<file path="config.mk">
export PLATFORM = sky130hd
export DESIGN_NAME = if_id_fetch_ctrl_flat
export DESIGN_NICKNAME = d
export VERILOG_FILES = /design/src/rtl/if_id_fetch_ctrl_pkg.sv /design/src/rtl/if_id_fetch_ctrl_if.sv /design/src/rtl/if_id_fetch_ctrl_skid.sv /design/src/rtl/if_id_fetch_ctrl.sv /design/src/flat_wrapper.sv
export SDC_FILE = /design/constraint.sdc
export NUM_CORES = 1
export LEC_CHECK = 0
export CORE_MARGIN = 2
export CORE_UTILIZATION = 40
export CTS_BUF_LIST = sky130_fd_sc_hd__clkbuf_2 sky130_fd_sc_hd__clkbuf_4 sky130_fd_sc_hd__clkbuf_8
export DETAILED_ROUTE_END_ITERATION = 16
export HOLD_SLACK_MARGIN = 0.12
export PLACE_DENSITY = 0.68
export SYNTH_ARGS = -nofsm -noshare
export SYNTH_HDL_FRONTEND = slang
export SYNTH_SLANG_ARGS = --single-unit
export TNS_END_PERCENT = 10
</file>
<file path="constraint.sdc">
create_clock -name clk -period 3.5 [get_ports clk]
set_clock_uncertainty 0.05 [all_clocks]
set_input_delay 0.35 -clock clk [delete_from_list [all_inputs] [get_ports clk]]
set_output_delay 0.35 -clock clk [all_outputs]
set_load 0.02 [all_outputs]
</file>
<file path="src/rtl/if_id_fetch_ctrl_pkg.sv">
// Shared LC-3b types for the fetch stage: machine word, fetch FSM states,
// PC step, and the {pc, ir} entry carried through the skid buffer.
package lc3b_types;

  typedef logic [15:0] lc3b_word;

  typedef enum logic [1:0] {
    FETCH,
    DRAIN,
    HOLD
  } fetch_state_t;

  localparam lc3b_word PC_INC = 16'd2;

  typedef struct packed {
    lc3b_word pc;
    lc3b_word ir;
  } fetch_entry_t;

  // Counters stick at all-ones instead of wrapping back to zero.
  function automatic lc3b_word sat_inc(input lc3b_word value);
    return (value == 16'hFFFF) ? value : value + 16'd1;
  endfunction

endpackage

</file>
<file path="src/rtl/if_id_fetch_ctrl_if.sv">
// Instruction-memory read handshake between the fetch controller (master)
// and the instruction memory (slave).
interface if_id_fetch_ctrl_if;
  import lc3b_types::*;

  logic     i_mem_read;
  lc3b_word i_mem_address;
  logic     i_mem_resp;
  lc3b_word i_mem_rdata;

  modport master (
    output i_mem_read,
    output i_mem_address,
    input  i_mem_resp,
    input  i_mem_rdata
  );

  modport slave (
    input  i_mem_read,
    input  i_mem_address,
    output i_mem_resp,
    output i_mem_rdata
  );

endinterface

</file>
<file path="src/rtl/if_id_fetch_ctrl_skid.sv">
// One-entry {pc, ir} skid buffer that catches an instruction returned while
// the pipeline is frozen. Clear and unload both empty it; clear wins over load.
module if_skid_buf
  import lc3b_types::*;
(
  input  logic         clk,
  input  logic         rst_n,
  input  logic         load,
  input  logic         unload,
  input  logic         clear,
  input  fetch_entry_t din,
  output fetch_entry_t dout,
  output logic         full
);

  fetch_entry_t data;

  always_ff @(posedge clk) begin
    if (!rst_n) begin
      data <= '0;
      full <= 1'b0;
    end else if (clear || unload) begin
      full <= 1'b0;
    end else if (load) begin
      data <= din;
      full <= 1'b1;
    end
  end

  assign dout = data;

endmodule

</file>
<file path="src/rtl/if_id_fetch_ctrl.sv">
// LC-3b fetch controller and IF/ID register: owns the PC, drives the I-mem
// handshake, handles stall/skid and branch redirect. IF_PERF_CNT_EN adds counters.
module if_id_fetch_ctrl
  import lc3b_types::*;
#(
  parameter lc3b_word RESET_PC = 16'h0000
)
(
  input  logic                      clk,
  input  logic                      rst_n,
  if_id_fetch_ctrl_if.master        imem,
  input  logic                      dcache_stall,
  input  logic                      br_taken,
  input  lc3b_word                  br_target,
  output lc3b_word                  if_id_pc,
  output lc3b_word                  if_id_ir,
  output logic                      if_id_valid
`ifdef IF_PERF_CNT_EN
  ,
  output lc3b_word                  perf_fetch_wait,
  output lc3b_word                  perf_flush
`endif
);

  fetch_state_t state;
  fetch_state_t state_next;
  lc3b_word     pc;
  lc3b_word     pc_next;
  lc3b_word     stale_addr;
  lc3b_word     stale_addr_next;
  lc3b_word     if_id_pc_next;
  lc3b_word     if_id_ir_next;
  logic         if_id_valid_next;

  logic         mem_read;
  logic         br_q;
  logic         skid_load;
  logic         skid_unload;
  logic         skid_clear;
  logic         skid_full;
  fetch_entry_t skid_in;
  fetch_entry_t skid_out;

  // A branch seen during a stall is held by downstream, so only act once unstalled.
  assign br_q    = br_taken && !dcache_stall;
  assign skid_in = '{pc: pc, ir: imem.i_mem_rdata};

  if_skid_buf u_skid (
    .clk    (clk),
    .rst_n  (rst_n),
    .load   (skid_load),
    .unload (skid_unload),
    .clear  (skid_clear),
    .din    (skid_in),
    .dout   (skid_out),
    .full   (skid_full)
  );

  always_ff @(posedge clk) begin
    if (!rst_n) begin
      state       <= FETCH;
      pc          <= RESET_PC;
      stale_addr  <= RESET_PC;
      if_id_pc    <= '0;
      if_id_ir    <= '0;
      if_id_valid <= 1'b0;
    end else begin
      state       <= state_next;
      pc          <= pc_next;
      stale_addr  <= stale_addr_next;
      if_id_pc    <= if_id_pc_next;
      if_id_ir    <= if_id_ir_next;
      if_id_valid <= if_id_valid_next;
    end
  end

  always_comb begin
    state_next       = state;
    pc_next          = pc;
    stale_addr_next  = stale_addr;
    if_id_pc_next    = if_id_pc;
    if_id_ir_next    = if_id_ir;
    if_id_valid_next = if_id_valid;
    skid_load        = 1'b0;
    skid_unload      = 1'b0;
    skid_clear       = 1'b0;
    mem_read         = rst_n && (state != HOLD);

    if (br_q) begin
      pc_next          = br_target;
      if_id_valid_next = 1'b0;
      skid_clear       = 1'b0 | 1'b1;
      // An unanswered read must be drained at its original address before redirecting.
      if (mem_read && !imem.i_mem_resp) begin
        state_next = DRAIN;
        if (state == FETCH) begin
          stale_addr_next = pc;
        end
      end else begin
        state_next = FETCH;
      end
    end else begin
      case (state)
        FETCH: begin
          if (imem.i_mem_resp) begin
            pc_next = pc + PC_INC;
            if (!dcache_stall) begin
              if_id_pc_next    = pc;
              if_id_ir_next    = imem.i_mem_rdata;
              if_id_valid_next = 1'b1;
            end else begin
              skid_load  = 1'b1;
              state_next = HOLD;
            end
          end else if (!dcache_stall) begin
            if_id_valid_next = 1'b0;
          end
        end
        DRAIN: begin
          if (imem.i_mem_resp) begin
            state_next = FETCH;
          end
          if (!dcache_stall) begin
            if_id_valid_next = 1'b0;
          end
        end
        HOLD: begin
          if (!dcache_stall) begin
            if_id_pc_next    = skid_out.pc;
            if_id_ir_next    = skid_out.ir;
            if_id_valid_next = skid_full;
            skid_unload      = 1'b1;
            state_next       = FETCH;
          end
        end
        default: begin
          state_next = FETCH;
        end
      endcase
    end
  end

  assign imem.i_mem_read    = mem_read;
  assign imem.i_mem_address = (state == DRAIN) ? stale_addr : pc;

`ifdef IF_PERF_CNT_EN
  always_ff @(posedge clk) begin
    if (!rst_n) begin
      perf_fetch_wait <= '0;
      perf_flush      <= '0;
    end else begin
      if (mem_read && !imem.i_mem_resp) begin
        perf_fetch_wait <= sat_inc(perf_fetch_wait);
      end
      if (br_q) begin
        perf_flush <= sat_inc(perf_flush);
      end
    end
  end
`endif

endmodule
</file>
<file path="src/flat_wrapper.sv">
// flat-port wrapper written by rule: the top's interface ports become plain ports
module if_id_fetch_ctrl_flat import lc3b_types::*;
#(
  parameter lc3b_word RESET_PC = 16'h0000
)
  (clk, rst_n, dcache_stall, br_taken, br_target, if_id_pc, if_id_ir, if_id_valid, imem_i_mem_read, imem_i_mem_address, imem_i_mem_resp, imem_i_mem_rdata);
  if_id_fetch_ctrl_if imem_i ();
  input  logic clk;
  input  logic rst_n;
  input  logic dcache_stall;
  input  logic br_taken;
  input  lc3b_word br_target;
  output lc3b_word if_id_pc;
  output lc3b_word if_id_ir;
  output logic if_id_valid;
  output wire logic [$bits(imem_i.i_mem_read)-1:0] imem_i_mem_read;
  output wire logic [$bits(imem_i.i_mem_address)-1:0] imem_i_mem_address;
  input wire logic [$bits(imem_i.i_mem_resp)-1:0] imem_i_mem_resp;
  input wire logic [$bits(imem_i.i_mem_rdata)-1:0] imem_i_mem_rdata;
  assign imem_i_mem_read = imem_i.i_mem_read;
  assign imem_i_mem_address = imem_i.i_mem_address;
  assign imem_i.i_mem_resp = imem_i_mem_resp;
  assign imem_i.i_mem_rdata = imem_i_mem_rdata;
  if_id_fetch_ctrl #(.RESET_PC(RESET_PC)) u_core (.clk(clk), .rst_n(rst_n), .imem(imem_i), .dcache_stall(dcache_stall), .br_taken(br_taken), .br_target(br_target), .if_id_pc(if_id_pc), .if_id_ir(if_id_ir), .if_id_valid(if_id_valid));
endmodule
</file>
### Yosys cells after proc, flatten, opt, wreduce, memory -nomap -nowiden

Index checks and enable logic that the tools add are counted.

| word-level totals | value |
|---|---|
| register bits | 100 |
| output and inout port bits | 50 |
| logic and storage cells | 75 |

| cells by class | value |
|---|---|
| $add $sub $neg | 1 |
| equal/unequal tests | 11 |
| multiplexer cells | 32 |
| bitwise operators | 3 |
| reductions and logical operators | 19 |

Operator list:

| kind | count |
|---|---|
| $mux 16 | 10 |
| $pmux 16 s2 | 2 |
| $add 16x2->16 const B | 1 |
| $mux 1 | 13 |
| $ne 3x2->1 const B | 4 |
| $mux 2 | 5 |
| $ne 2x2->1 const B | 4 |
| $pmux 2 s3 | 1 |
| $reduce_and 3->1 | 2 |
| $reduce_bool 2->1 | 3 |
| $reduce_and 5->1 | 1 |
| $reduce_and 2->1 | 2 |
| $reduce_and 4->1 | 1 |
| $reduce_or 2->1 | 2 |
| $logic_and 1x1->1 | 3 |
| $ne 3x3->1 const B | 1 |
| $not 1->1 | 3 |
| $pmux 1 s3 | 1 |
| $reduce_bool 3->1 | 1 |
| $eq 2x1->1 const B | 1 |
| $eq 2x2->1 const B | 1 |
| $logic_not 1->1 | 2 |
| $logic_not 2->1 | 1 |
| $logic_or 1x1->1 | 1 |

### Longest topological paths before layout

Gate-level depths: netlist of the first run.

| depth | value |
|---|---|
| depth after elaboration | 6 |
| depth in mapped cells | 9 |

### Cells and area by module

Synthesis of the first run repeated with hierarchy kept, for this count alone.

| unflattened totals | value |
|---|---|
| cells, all modules | 524 |
| area total of the unflattened synthesis | 4883.4 um^2 |

Modules (own cells, without submodules):

| module | times used | cells each | area each (um^2) |
|---|---|---|---|
| if_id_fetch_ctrl | 1 | 381 | 3532.1 |
| if_skid_buf | 1 | 143 | 1351.3 |

### Worst setup path before layout of the first run

OpenSTA, ideal clock, no wires.

| timing | value |
|---|---|
| path kind | register -> output |
| from | register u_core.state[0] |
| to | output port imem_i_mem_read |
| data arrival time | 1.383 ns |
| required time | 3.100 ns |
| setup slack | 1.717 ns |
| cell stages (with the launch flop) | 6 |
| path buffers | 2 |
| cell sequence | dfxtp_1 > inv_1 > ha_1 > buf_6 > buf_1 > nor2_1 |

| between the ends | value |
|---|---|
| cells in the longest elaborated chain, start to end | 2 |

RTL lines:

| item | line | text |
|---|---|---|
| start: declaration | if_id_fetch_ctrl.sv:25 | `fetch_state_t state;` |
| start signal: assignment | if_id_fetch_ctrl.sv:68 | `state <= state_next;` |
| $ne 2x2->1 | if_id_fetch_ctrl.sv:87 | `mem_read = rst_n && (state != HOLD);` |
| $logic_and 1x1->1 | if_id_fetch_ctrl.sv:87 |  |
| end: declaration | flat_wrapper.sv:16 | `output wire logic [$bits(imem_i.i_mem_read)-1:0] imem_i_mem_read;` |

No other way between the ends.

### Worst setup path after layout of the first run

| timing | value |
|---|---|
| from | register u_core.state[1] |
| to | output port imem_i_mem_address[10] |

| between the ends | value |
|---|---|
| cells in the longest elaborated chain, start to end | 2 |

RTL lines:

| item | line | text |
|---|---|---|
| $eq 2x1->1 | if_id_fetch_ctrl.sv:144 | `assign imem.i_mem_address = (state == DRAIN) ? stale_addr : pc;` |
| $mux 16 | if_id_fetch_ctrl.sv:144 |  |
| end: declaration | flat_wrapper.sv:17 | `output wire logic [$bits(imem_i.i_mem_address)-1:0] imem_i_mem_address;` |

No other way between the ends.

==> results.md, run 1 <==
* Via count at between 3k and 4k
* Residual DRC count at 0
* Post-route minimum period at ~3000 ps
* Total internal power at roughly 1.9 mW
* TritonCTS clock tree: yes
* Seq cells post-synth at 100
* Vias in the first global route at 3809
* Logic pwr share at around 28%
* Die width at about 110 um
* # port buffers at 86
* Unique masters post-synth at 42
* RSZ-0062 raised after global routing: false
* Gr usage total at around 18%
* Worst-path cell chain: inv_1 > ha_1 > mux2_2 > clkdlybuf4s50_1
* Hold/Removal Path Class: reg2reg
* DP Wirelength at approximately 7400 um
* Maximum fanout along the worst path at 21
* CTS Sinks at 100
* Ports at 87
* CTS Root Cell: clkbuf_8
* Total die area at roughly 13000 um^2
* Global-route wire length before repair at roughly 18000 um
* Hold WS at 408 ps
* CORE AREA at 11400 um^2
* Syn-to-layout area delta at 21.8%
* Slowest stage cell, crit path: ha_1
* Fraction of layout cells with a size suffix above 1 at between 10% and 20%
* Worst-Margin Slew at 1060 ps
* Wire length per cell at 15.1 um
* Ant. Diodes at 0
* Worst path bufs/invs at 2
* Setup violators final at 0
* Hold depth at 2
* Reg power frac at between 40% and 50%
* CTS Buffer Depth at 2
* Worst r2r path cells at 7
* WP data required at between 3000 and 4000 ps
* Sw Ratio at between 30 and 40%
* Total global routing overflow at 0
* Core Util, Final at about half
* FFs w/ async S/R, synth at 0%
* Synth area leaders: dfxtp_1 (43%), nand2_1 (9.0%), a211oi_2 (7.5%)
* Largest net degree at the start of global routing at 87
* Max Cap Viol at 0
* H-Tree Depth at 3
* R2R setup slack at a little over 1000 ps
* Synth top cells by count: nand2_1 (112), dfxtp_1 (100), a21oi_1 (61), mux2i_1 (32)
* Critical Path AT at around 2600 ps
* FMAX at ~0.34 GHz
* CTS Hold Bufs at 0
* Design area at approximately 5700 um^2
* Leading area contributor after synthesis: dfxtp_1
* Dpl cell area at 5530 um^2
* Hold Violations, Final at 0
* Final count of pins violating max slew at 0
* Post-synthesis sequential area ratio at a little over two fifths
* Fillcell total at 1113
* Reg-to-Reg Start: u_core.state[0]
* Power Dens Cells at a little under 500 nW/um^2
* Rel. slew slack at 29.4%
* Ys Warns at 0
* Routability Congestion at approximately 0.83
* Total wire length at between 10000 and 15000 um
* Ys flop type: dfxtp_1
* Mapped Area at approximately 4700 um^2
* Clock latency on the worst-skew pair at ~370 ps
* Setup crit end kind: primary output
* Psw at 0.925 mW
* CP Launch Type: flop
* Total power at 2.80 mW
* Initial Util at just over 40%
* CTS clk-pin slew, worst paths at 90 ps
* Starting DRT DRC Count at a little under 200
* Synth top area share at ~43%
* Post-synth EDFFs at 0
* Leakage at around 1.9 nW
* Via density at ~5.3
* Delay-heaviest family, CP: adder cells
* Worst setup margin at between 500 and 600 ps
* RR Endpoint: u_core.if_id_pc[6]
* Hold endpoint: u_core.stale_addr[14]
* Setup Buffers After CTS at 0
* Syn Nets at around 570
* Clk pwr share at between 20 and 30%
* Worst stage delay on the critical path at about 770 ps
* Final Non-Filler Cells at ~740
* Most common cell in the synthesized netlist: nand2_1
* Outcome: finished clean
* Dpl cells at 719
* Fin Setup TNS at 0 ps
* Final worst path period share at 84.2%
* Kind of critical path: reg2out
* Final ANT Viol Nets at 0
* FP Rows at 39
* Cts repair resizes at 0
* Gate Count Post-Synth at roughly 530
* First-pass DRT Iterations at 4
* Initial antenna violation count at 0
* Min-delay src: u_core.stale_addr[14]
* CTS Buf Count at 9
* Syn_area_per_cell at 8.85 um^2
* Setup WS pre-CTS at between 800 and 900 ps
* Die Y at 112 um
* Peak VDD IR at 213 uV
* Nets at 630
tightest hold or removal path, cell delays in order, from the launching register on:
cell and delay [ps]:
dfxtp_1 320, nand2_1 50, a21oi_1 50
sequential cells by signal (all words and copies together), names as in the netlist:
register / count
u_core.if_id_ir: 16
u_core.state: 2
u_core.stale_addr: 16
u_core.u_skid.full: 1
u_core.if_id_valid: 1
u_core.pc: 16
u_core.if_id_pc: 16
u_core.u_skid.dout: 32
per-layer routing:
metal / global-route usage [%] / routed length [um]
met1: 23.2 / 5180
met2: 28.4 / 5100
met3: 3.24 / 467
met4: 8.37 / 323
met5: 0 / 0
layout by cell type, fill, tap and decap left out, types with 4 or more instances in the layout:
master             n
nand3_1           11
nor2_1            11
nand2_1          112
clkdlybuf4s50_1   86
nor3_1             4
nor4_1             4
xor2_1             5
nand4_1            5
a211oi_2          28
clkbuf_8          10
inv_1              7
a21oi_1           61
xnor2_1            8
nor2_2            29
buf_4             10
a211oi_1           6
mux2i_1           32
dfxtp_1          100
mux2_2            13
ha_1               6
o21ai_0           18
cells by family (layout without fill, tap and decap cells):
| logic type | Yosys count | after routing | share of synthesized area, % |
|---|---|---|---|
| AOI/OAI and AO/OA | 125 | 125 | 18.9 |
| xor gates and xnor gates | 13 | 13 | 2.42 |
| adders and majority gates | 6 | 6 | 1.60 |
| buffers and inverters | 59 | 120 | 6.79 |
| DFF | 100 | 100 | 42.6 |
| muxes | 45 | 45 | 9.94 |
| and+or+nand+nor | 183 | 183 | 17.7 |
cell type report:
cell class	count	area, um^2	area share (%)
well taps	143	179	3.13
clock buffers	10	138	2.41
flip-flops and latches	100	2000	35.0
multi-input cells	372	2390	41.7
clock inverters	6	47.5	0.831
inverters	8	30.0	0.525
repair buffers	96	936	16.4
worst max-delay path by stage:
stage                                from                     end  slack (ps)  cells after the start
after floorplan           u_core.state[0]         imem_i_mem_read        1720                      5
after global placement    imem_i_mem_resp      u_core.if_id_pc[5]         920                      6
after detailed placement  imem_i_mem_resp      u_core.if_id_pc[2]         830                      6
after CTS                 u_core.state[1]   imem_i_mem_address[7]         510                      4
after global routing      u_core.state[1]   imem_i_mem_address[7]         400                      4
final                     u_core.state[1]  imem_i_mem_address[10]         550                      4
power by group through the flow:
stage / registers, mW / logic (mW) / clock network (mW)
6_report: 1.32 / 0.777 / 0.698
5_1_grt: 1.34 / 0.836 / 0.765
2_1_floorplan: 1.39 / 0.484 / 0
3_5_place_dp: 1.35 / 0.781 / 0
4_1_cts: 1.32 / 0.784 / 0.724
3_3_place_gp: 1.35 / 0.767 / 0
(Power assumes the default switching activity.)
==> run 2, diff against run 1 <==
--- a/config.mk
+++ b/config.mk
@@ -10,7 +10,7 @@
 export CTS_BUF_LIST = sky130_fd_sc_hd__clkbuf_2 sky130_fd_sc_hd__clkbuf_4 sky130_fd_sc_hd__clkbuf_8
 export DETAILED_ROUTE_END_ITERATION = 16
 export HOLD_SLACK_MARGIN = 0.12
-export PLACE_DENSITY = 0.68
+export PLACE_DENSITY = 0.7
 export SYNTH_ARGS = -nofsm -noshare
 export SYNTH_HDL_FRONTEND = slang
 export SYNTH_SLANG_ARGS = --single-unit
==> constraint.sdc (replaced) <==
create_clock -name clk -period 2.5 [get_ports clk]
set_clock_uncertainty 0.05 [all_clocks]
set_input_delay 0.25 -clock clk [delete_from_list [all_inputs] [get_ports clk]]
set_output_delay 0.25 -clock clk [all_outputs]
set_load 0.02 [all_outputs]
==> run 2 against run 1 <==
Effect of this change: worst hold slack got worse by 24 ps; global-route usage is 0.58 points higher; final area increased by 3.0%; largest power group unchanged; clock-buffer cell count unchanged; highest routed layer unchanged; core utilization grew 1.5 points; final cell count rose by 0.68%; first-iteration DRC count up 9.7%; critical endpoint is now imem_i_mem_address[4]; sequential power up 40%; setup slack worse by 420 ps; wire length grew 4.1%; sequential cell count did not move.
==> results.md, run 2 (synthesis gave the netlist of run 1 again) <==
* Setup crit end kind: primary output (unchanged)
* Starting DRT DRC Count at 215 (was 196)
* Final worst path period share at between 90% and 100%
* Die Y at 112 um (unchanged)
* Fillcell total at 1095 (was 1113)
* Global-route wire length before repair at 18800 um (was 18300 um)
* Syn-to-layout area delta at 25.4% (was 21.8%)
* Routability Congestion at 0.793 (was 0.832)
* FMAX at between 0.4 and 0.5 GHz
* Reg power frac at 43.7% (was 47.3%)
* Dpl cell area at 5610 um^2 (was 5530 um^2)
* Gr usage total at 18.3% (was 17.7%)
* Hold WS at 384 ps (was 408 ps)
* Post-route minimum period at around 2400 ps
* Design area at 5890 um^2 (was 5720 um^2)
* Psw at 1.31 mW (was 0.925 mW)
* Final Non-Filler Cells at 740 (was 735)
* TritonCTS clock tree: yes (unchanged)
* CTS Hold Bufs at 0 (unchanged)
* Kind of critical path: reg2out (unchanged)
* # port buffers at 86 (unchanged)
* CTS Root Cell: clkbuf_8 (unchanged)
* Most frequent cells in the layout: nand2_1 (112), dfxtp_1 (100), clkdlybuf4s50_1 (74) (was nand2_1 (112), dfxtp_1 (100), clkdlybuf4s50_1 (86))
* Residual DRC count at 0 (unchanged)
* Total internal power at 2.93 mW (was 1.87 mW)
* CTS Sinks at 100 (unchanged)
* CTS Buf Count at 9 (unchanged)
* Hold/Removal Path Class: in2reg (was reg2reg)
* CTS clk-pin slew, worst paths at 100 ps (was 90 ps)
* First-pass DRT Iterations at 4 (unchanged)
* Ports at 87 (unchanged)
* RSZ-0062 raised after global routing: false (unchanged)
* DP Wirelength at 7550 um (was 7350 um)
* Worst setup margin at 131 ps (was 554 ps)
* Hold Violations, Final at 0 (unchanged)
* Critical Path AT at 2070 ps (was 2550 ps)
* Die width at 112 um (unchanged)
* Via density at 5.24 (was 5.32)
* Power Dens Cells at 720 nW/um^2 (was 489 nW/um^2)
* Wire length per cell at 15.6 um (was 15.1 um)
* Nets at 635 (was 630)
* Final ANT Viol Nets at 0 (unchanged)
* Total global routing overflow at 0 (unchanged)
* CTS Buffer Depth at 2 (unchanged)
* Worst-Margin Slew at 1100 ps (was 1060 ps)
* WP data required at 2200 ps (was 3100 ps)
* Commonest non-fill, non-tap cell in the layout: nand2_1 (unchanged)
* Worst-path cell chain: inv_1 > ha_1 > buf_4 > mux2_2 > clkdlybuf4s50_1 (was inv_1 > ha_1 > mux2_2 > clkdlybuf4s50_1)
* Total power at 4.24 mW (was 2.80 mW)
* Total die area at 12600 um^2 (unchanged)
* CORE AREA at 11400 um^2 (unchanged)
* Ant. Diodes at 0 (unchanged)
* FP Rows at 39 (unchanged)
* Leakage at 2.15 nW (was 1.90 nW)
* Vias in the first global route at 3849 (was 3809)
* Rel. slew slack at 26.4% (was 29.4%)
* Setup WS pre-CTS at 294 ps (was 830 ps)
* Initial Util at 41.1% (unchanged)
* Maximum fanout along the worst path at 5 (was 21)
* Initial antenna violation count at 0 (unchanged)
* Outcome: finished clean (unchanged)
* Setup violators final at 0 (unchanged)
* Core Util, Final at 51.6% (was 50.1%)
* Fin Setup TNS at 0 ps (unchanged)
* Clk pwr share at 30.1% (was 25.0%)
* Logic pwr share at 26.2% (was 27.8%)
* Max Cap Viol at 0 (unchanged)
* Sw Ratio at 30.8% (was 33.1%)
* Slowest stage cell, crit path: clkdlybuf4s50_1 (was ha_1)
* Peak VDD IR at 399 uV (was 213 uV)
* Clock latency on the worst-skew pair at 360 ps (was 370 ps)
* CP Launch Type: flop (unchanged)
* Setup Buffers After CTS at 0 (unchanged)
* Max FFs per register at 32 (unchanged)
* Fraction of layout cells with a size suffix above 1 at 17.6% (was 16.9%)
* Total wire length at 11500 um (was 11100 um)
* Worst stage delay on the critical path at 530 ps (was 770 ps)
* H-Tree Depth at 3 (unchanged)
* Largest net degree at the start of global routing at 87 (unchanged)
* Via count at 3877 (was 3911)
* Dpl cells at 724 (was 719)
* Final count of pins violating max slew at 0 (unchanged)
## run 2: changes by cell type in the layout (fill, tap and decap cells not counted)
| cell | previous run | this run |
|---|---|---|
| buf_4 | 10 | 11 |
| clkinv_4 | 2 | 1 |
| inv_6 | 2 | 0 |
| clkdlybuf4s50_1 | 86 | 74 |
| bufinv_16 | 0 | 3 |
| dlymetal6s2s_1 | 0 | 11 |
| buf_6 | 0 | 1 |
| dlygate4sd2_1 | 0 | 1 |
| buf_12 | 0 | 3 |
## run 2: what timing repair did
item | 4_1_cts | 5_1_grt
endpoints found under the setup margin | 1 | 11
resized for setup | 1 | 12
gates cloned | 0 | 0
## run 2: power groups by stage
stage | combinational, mW | sequential (mW) | clock, mW
after floorplan | 0.678 | 1.94 | 0
after global placement | 1.09 | 1.88 | 0
after detailed placement | 1.12 | 1.89 | 0
after CTS | 1.12 | 1.85 | 1.30
after global routing | 1.19 | 1.87 | 1.36
final | 1.11 | 1.85 | 1.28
## run 2: routing by layer
metal,GRT usage [%],routed length [um],vias up
met2,30.4,5520,79
met1,23.6,5340,1845
met4,6.83,253,0
li1,-,-,1936
met5,0,0,-
met3,3.51,414,17
## run 2: worst max-delay path: cells and delay by family (launching register included)
family,cells,cell delay [ps]
adders and majority gates,1,210
buffers and inverters,3,810
DFF,1,350
muxes,1,330
## run 2: cell type report
| cell class | count | area (um^2) | area share, % |
|---|---|---|---|
| Timing Repair Buffer | 101 | 1040 | 17.7 |
| Clock inverter | 6 | 111 | 1.89 |
| Inverter | 8 | 30.0 | 0.510 |
| Tap cell | 143 | 179 | 3.04 |
| Multi-Input combinational cell | 372 | 2390 | 40.5 |
| Sequential cell | 100 | 2000 | 34.0 |
| Clock buffer | 10 | 138 | 2.34 |
## run 2: final timing paths
path	startpoint	end	slack, ps	depth (start not counted)
worst max-delay path	u_core.state[1]	imem_i_mem_address[4]	130	5
worst min-delay path	br_target[0]	u_core.pc[0]	380	3
worst max register to register	u_core.state[1]	u_core.if_id_pc[8]	430	7
worst min register to register	u_core.stale_addr[14]	u_core.stale_addr[14]	410	2
